$ cat config.mk
export PLATFORM = sky130hd
export DESIGN_NAME = score_bcd_conv_flat
export DESIGN_NICKNAME = d
export VERILOG_FILES = /design/src/rtl/score_bcd_conv_if.sv /design/src/rtl/score_bcd_conv.sv /design/src/flat_wrapper.sv
export SDC_FILE = /design/constraint.sdc
export NUM_CORES = 1
export LEC_CHECK = 0
export ABC_AREA = 1
export ABC_CLOCK_PERIOD_IN_PS = 1700
export BUFFER_PORTS_ARGS = -buffer_cell sky130_fd_sc_hd__buf_2
export CORE_AREA = 2 2 90 92
export DETAILED_ROUTE_END_ITERATION = 10
export DIE_AREA = 0 0 92 94
export PLACE_DENSITY = 0.69
export RECOVER_POWER = 25
export SETUP_SLACK_MARGIN = 0.15
export SLEW_MARGIN = 20
export SYNTH_ARGS = -nofsm -noshare
export SYNTH_HDL_FRONTEND = slang
export SYNTH_SLANG_ARGS = --single-unit
$ cat constraint.sdc
create_clock -name clk -period 1.7 [get_ports clk]
set_input_delay 0.255 -clock clk [delete_from_list [all_inputs] [get_ports clk]]
set_output_delay 0.255 -clock clk [all_outputs]
set_load 0.03 [all_outputs]
$ cat src/rtl/score_bcd_conv_if.sv
// Bundle between the game score source and the BCD converter feeding the 7-segment driver.
// Handshake: no backpressure. done is a one-cycle strobe on the cycle digits/sat update; busy is
// high while a conversion is in flight; digits/sat hold their value between done strobes.
interface score_bcd_conv_if;
  logic [15:0] in_score;
  logic [15:0] digits;
  logic        busy;
  logic        done;
  logic        sat;

  modport master (
    output in_score,
    input  digits,
    input  busy,
    input  done,
    input  sat
  );

  modport slave (
    input  in_score,
    output digits,
    output busy,
    output done,
    output sat
  );
endinterface

$ cat src/rtl/score_bcd_conv.sv
// Sequential double-dabble binary-to-BCD converter: reconverts whenever the score changes,
// clamps to SAT_VALUE and holds four packed BCD digits stable between conversions.
module score_bcd_conv #(
  parameter int SAT_VALUE = 9999
) (
  input  logic                   clk,
  input  logic                   clr,
  score_bcd_conv_if.slave        bus,
  output logic [1:0]             dbg_state
);

  typedef enum logic [1:0] {
    ST_IDLE  = 2'd0,
    ST_SHIFT = 2'd1,
    ST_DONE  = 2'd2
  } state_t;

  localparam logic [15:0] SAT_V = 16'(SAT_VALUE);

  state_t      state_q, state_d;
  logic [15:0] held_q, held_d;
  logic [15:0] bin_q, bin_d;
  logic [15:0] bcd_q, bcd_d;
  logic [4:0]  cnt_q, cnt_d;
  logic        sat_pend_q, sat_pend_d;
  logic [15:0] digits_q, digits_d;
  logic        busy_q, busy_d;
  logic        done_q, done_d;
  logic        sat_disp_q, sat_disp_d;
  logic [15:0] bcd_adj;

  always_comb begin
    bcd_adj = bcd_q;
    for (int i = 0; i < 4; i++) begin
      if (bcd_q[4*i +: 4] >= 4'd5) begin
        bcd_adj[4*i +: 4] = bcd_q[4*i +: 4] + 4'd3;
      end
    end
  end

  always_comb begin
    state_d    = state_q;
    held_d     = held_q;
    bin_d      = bin_q;
    bcd_d      = bcd_q;
    cnt_d      = cnt_q;
    sat_pend_d = sat_pend_q;
    digits_d   = digits_q;
    busy_d     = busy_q;
    done_d     = 1'b0;
    sat_disp_d = sat_disp_q;

    unique case (state_q)
      ST_IDLE: begin
        // Raw input is compared so that any change, even between two clamped values, reconverts.
        if (bus.in_score != held_q) begin
          held_d     = bus.in_score;
          bin_d      = (bus.in_score > SAT_V) ? SAT_V : bus.in_score;
          sat_pend_d = (bus.in_score > SAT_V);
          bcd_d      = 16'h0000;
          cnt_d      = 5'd0;
          busy_d     = 1'b1;
          state_d    = ST_SHIFT;
        end
      end
      ST_SHIFT: begin
        // Top bit of the adjusted accumulator is always 0 for clamped inputs and is dropped.
        bcd_d = {bcd_adj[14:0], bin_q[15]};
        bin_d = {bin_q[14:0], 1'b0};
        cnt_d = cnt_q + 5'd1;
        if (cnt_q == 5'd15) begin
          state_d = ST_DONE;
        end
      end
      ST_DONE: begin
        digits_d   = bcd_q;
        sat_disp_d = sat_pend_q;
        done_d     = 1'b1;
        busy_d     = 1'b0;
        state_d    = ST_IDLE;
      end
      default: begin
        state_d = ST_IDLE;
      end
    endcase
  end

  always_ff @(posedge clk) begin
    if (clr) begin
      state_q    <= ST_IDLE;
      held_q     <= 16'h0000;
      bin_q      <= 16'h0000;
      bcd_q      <= 16'h0000;
      cnt_q      <= 5'd0;
      sat_pend_q <= 1'b0;
      digits_q   <= 16'h0000;
      busy_q     <= 1'b0;
      done_q     <= 1'b0;
      sat_disp_q <= 1'b0;
    end else begin
      state_q    <= state_d;
      held_q     <= held_d;
      bin_q      <= bin_d;
      bcd_q      <= bcd_d;
      cnt_q      <= cnt_d;
      sat_pend_q <= sat_pend_d;
      digits_q   <= digits_d;
      busy_q     <= busy_d;
      done_q     <= done_d;
      sat_disp_q <= sat_disp_d;
    end
  end

  assign bus.digits = digits_q;
  assign bus.busy   = busy_q;
  assign bus.done   = done_q;
  assign bus.sat    = sat_disp_q;
  assign dbg_state  = state_q;

endmodule

$ cat src/flat_wrapper.sv
// flat-port wrapper written by rule: the top's interface ports become plain ports
module score_bcd_conv_flat 
#(
  parameter int SAT_VALUE = 9999
)
  (clk, clr, dbg_state, bus_in_score, bus_digits, bus_busy, bus_done, bus_sat);
  score_bcd_conv_if bus_i ();
  input  logic clk;
  input  logic clr;
  output logic [1:0] dbg_state;
  input wire logic [$bits(bus_i.in_score)-1:0] bus_in_score;
  output wire logic [$bits(bus_i.digits)-1:0] bus_digits;
  output wire logic [$bits(bus_i.busy)-1:0] bus_busy;
  output wire logic [$bits(bus_i.done)-1:0] bus_done;
  output wire logic [$bits(bus_i.sat)-1:0] bus_sat;
  assign bus_i.in_score = bus_in_score;
  assign bus_digits = bus_i.digits;
  assign bus_busy = bus_i.busy;
  assign bus_done = bus_i.done;
  assign bus_sat = bus_i.sat;
  score_bcd_conv #(.SAT_VALUE(SAT_VALUE)) u_core (.clk(clk), .clr(clr), .bus(bus_i), .dbg_state(dbg_state));
endmodule
==> results.txt <==
Status = finished clean
Final TNS setup = 0 ns
Final min period = 1.50 ns
Yosys top cell area share = 39.8%
CP max stage cell = dfxtp_2
Post-Synthesis Cells = 538
Setup Skew = 0.00697 ns
Required time of the critical path = 1.94 ns
Final worst slack = 0.202 ns
Pwr dens = 839 nW/µm²
Setup Viol. Count Final = 0
CP top delay family = simple AND/OR/NAND/NOR gates
Placed Cells = 665
R2R setup slack = 0.20 ns
DR vias = 3469
Most common cell on crit path = nand2_1
Yosys reg bits = 75
Die height = 94 µm
Vias in the first global route = 2965
FF-to-FF End = u_core.bin_q[8]$_SDFFE_PP0P_
Area of the multi-input gates = 1900 µm²
R2R depth = 12
RSZ-0062 raised after global routing = true
Worst Path Buf+Inv = 2
Horiz. Die Dim = 92 µm
Clock sink count = 75
Worst-path clk slew = 0.08 ns
Routed len/inst = 11.7 µm
First-pass GRT wire length = 13200 µm
Max incr delay on CP = 0.34 ns
HPWL reported at the end of detailed placement = 5350 µm
CP cell instances = inv_1 -> nand2_1 -> nand2_1 -> nor2_2 -> nand2_1 -> nor2_2 -> nand2_4 -> nand2_8 -> buf_6 -> nand3b_1 -> nand2_1 -> nor2_1
Post-route clock period utilization = 88.1%
Post-Syn Nets = 566
DRT Pass-1 Iters = 4
Die ar. = 8650 µm²
Actual slew at the worst max-slew pin = 0.552 ns
Antenna violations before repair = 0
Max Root-Sink Buffers = 2
Worst-Skew Late Latency = 0.35 ns
Ys Warns = 0
Vias per Instance = 5.08
TritonCTS clock tree = yes
Routed Antenna Nets = 0
RePlAce Congestion = 0.830
Residual DRC = 0
Reg area = 1520 µm²
FMAX = 0.668 GHz
Area delta synth->final = 15.9%
Largest area contributor in the netlist = dfxtp_1
Port-buffer cells = 38
Max_slew headroom = 63.2%
Worst vdd ir = 0.534 mV
Final Hold Fails = 0
WS Path Type = flop to flop
Layout Cells excl Fill = 683
Hold Buf Count CTS = 0
Most frequent cell after synthesis = nand2_1
Grt ovf = 0
Clk root buf = clkbuf_8
Most instantiated cells after synthesis = 118 x nand2_1, 75 x dfxtp_1, 63 x a21oi_1, 61 x inv_1, 51 x nand3_1
Cell count along the critical path = 12
Pwr Total = 3.67 mW
Crit-path max FO = 8
Total wire length = 8020 µm
H-tree Lvls = 3
Post-Syn Area per Cell = 7.01 µm²
Worst slack, placed = 0.0159 ns
1st-iter DRT viols = 187
Core box area = 7610 µm²
Final layout net count = 604
Crit path from = u_core.held_q[3]$_SDFFE_PP0P_
CP endpoint = u_core.bin_q[8]$_SDFFE_PP0P_
Main synth FF type = dfxtp_1
Initial core utilization = 49.6%
Async SR Flop Fraction = 0%
Static leakage = 1.79 nW
Arrival @ worst endpoint = 1.73 ns
Post-synth cell types = 27
EDFF count, synth = 0
Crit path launch type = flop
Fillers = 762
Max-slew violations = 0
Max-cap violations = 0
CTS Buf Count = 9
Setup crit end kind = flop
R2R Path Start = u_core.held_q[3]$_SDFFE_PP0P_
Rows = 32
Largest cells by area after synthesis = dfxtp_1 40%, nand2_1 12%, a21oi_1 8.4%, nand3_1 6.8%, inv_1 6.1%
Diodes inserted = 0
Total track usage = 18.8%
Layout cells sized above 1 = 19.1%
Class of the tightest hold or removal check = input pin to flop
Largest net degree at the start of global routing = 46
Synth Cell Area = 3770 µm²
I/O pin count = 39
Sequential share of the synthesized area = 39.8%
state kept, by name, indices dropped and copies added, names as in the netlist:
signal	count
u_core.bcd_q	16
u_core.bin_q	16
u_core.bus.busy	1
u_core.bus.digits	16
u_core.bus.done	1
u_core.bus.sat	1
u_core.cnt_q	5
u_core.dbg_state	2
u_core.held_q	16
u_core.sat_pend_q	1
cell usage in the layout, fill, tap and decap left out, types with 6 or more instances in the layout:
cell type,n
nand2_1,112
a21oi_1,63
dfxtp_1,58
inv_1,56
nand3_1,51
o21ai_0,44
nor2_1,33
clkbuf_1,22
buf_2,17
dfxtp_2,17
inv_2,11
nand3_2,10
a21oi_2,10
ha_1,10
clkbuf_8,9
buf_4,9
nand4_1,6
metrics by stage:
step	util [%]	instance area (µm²)	hold WS, ns
2_1_floorplan	-	3770	0.421
3_3_place_gp	53.6	4080	0.454
3_5_place_dp	53.6	4080	0.459
4_1_cts	56.4	4290	0.170
5_1_grt	57.5	4370	0.185
6_report	57.5	4370	0.180
final cells by class:
type                    count  share of cell area, %
multi-input cells         367                   43.4
flip-flops and latches     75                   34.8
repair buffers             56                   8.67
inverters                  67                   5.75
clock buffers              10                   2.92
well taps                 102                   2.92
clock inverters             6                   1.49
logic make-up after synthesis:
logic type               after synthesis  share of synthesized area [%]
AND/OR/NAND/NOR                      231                           27.7
XOR/XNOR                               3                          0.697
buffers and inverters                 96                           10.8
AO/OA/AOI/OAI                        123                           17.6
flip-flops                            75                           39.8
adder cells (fa/ha/maj)               10                           3.32
worst reg2reg max path, cell delays in order, from the launching register on:
cell and delay, ns:
dfxtp_2 0.34, inv_1 0.04, nand2_1 0.05, nand2_1 0.06
nor2_2 0.13, nand2_1 0.08, nor2_2 0.12, nand2_4 0.09
nand2_8 0.13, buf_6 0.15, nand3b_1 0.08, nand2_1 0.07
nor2_1 0.05
worst min-delay path by stage:
stage                                           endpoint  slack, ns  depth (start not counted)                      startpoint
after floorplan            u_core.held_q[0]$_SDFFE_PP0P_       0.42                          2                 bus_in_score[0]
after global placement      u_core.bus.busy$_SDFFE_PP0P_       0.45                          2    u_core.bus.busy$_SDFFE_PP0P_
after detailed placement  u_core.sat_pend_q$_SDFFE_PP0P_       0.46                          2  u_core.sat_pend_q$_SDFFE_PP0P_
after CTS                  u_core.held_q[3]$_SDFFE_PP0P_       0.17                          3                 bus_in_score[3]
after global routing       u_core.held_q[1]$_SDFFE_PP0P_       0.18                          3                 bus_in_score[1]
final                      u_core.held_q[3]$_SDFFE_PP0P_       0.18                          3                 bus_in_score[3]
report_power, final:
part           internal [mW]  switching (mW)  leakage [nW]
clock network          0.680           0.661        0.0966
registers               1.82          0.0372         0.617
logic                  0.178           0.290          1.07
total                   2.68           0.989          1.79
what timing repair did:
item / CTS / global route
gates cloned: 0 / 2
buffers inserted: 0 / 0
resized for setup: 5 / 32
pin swaps: 0 / 15
setup endpoints to repair: 14 / 51
routing by layer:
metal | share of wire (%) | up-vias | global-route usage [%]
met1 | 47 | 1563 | 24.0
met4 | 1.2 | 0 | 5.72
li1 | - | 1817 | -
met3 | 5.2 | 9 | 5.54
met2 | 47 | 80 | 30.6
met5 | 0 | - | 0
Power figures use the tool's default switching activity.
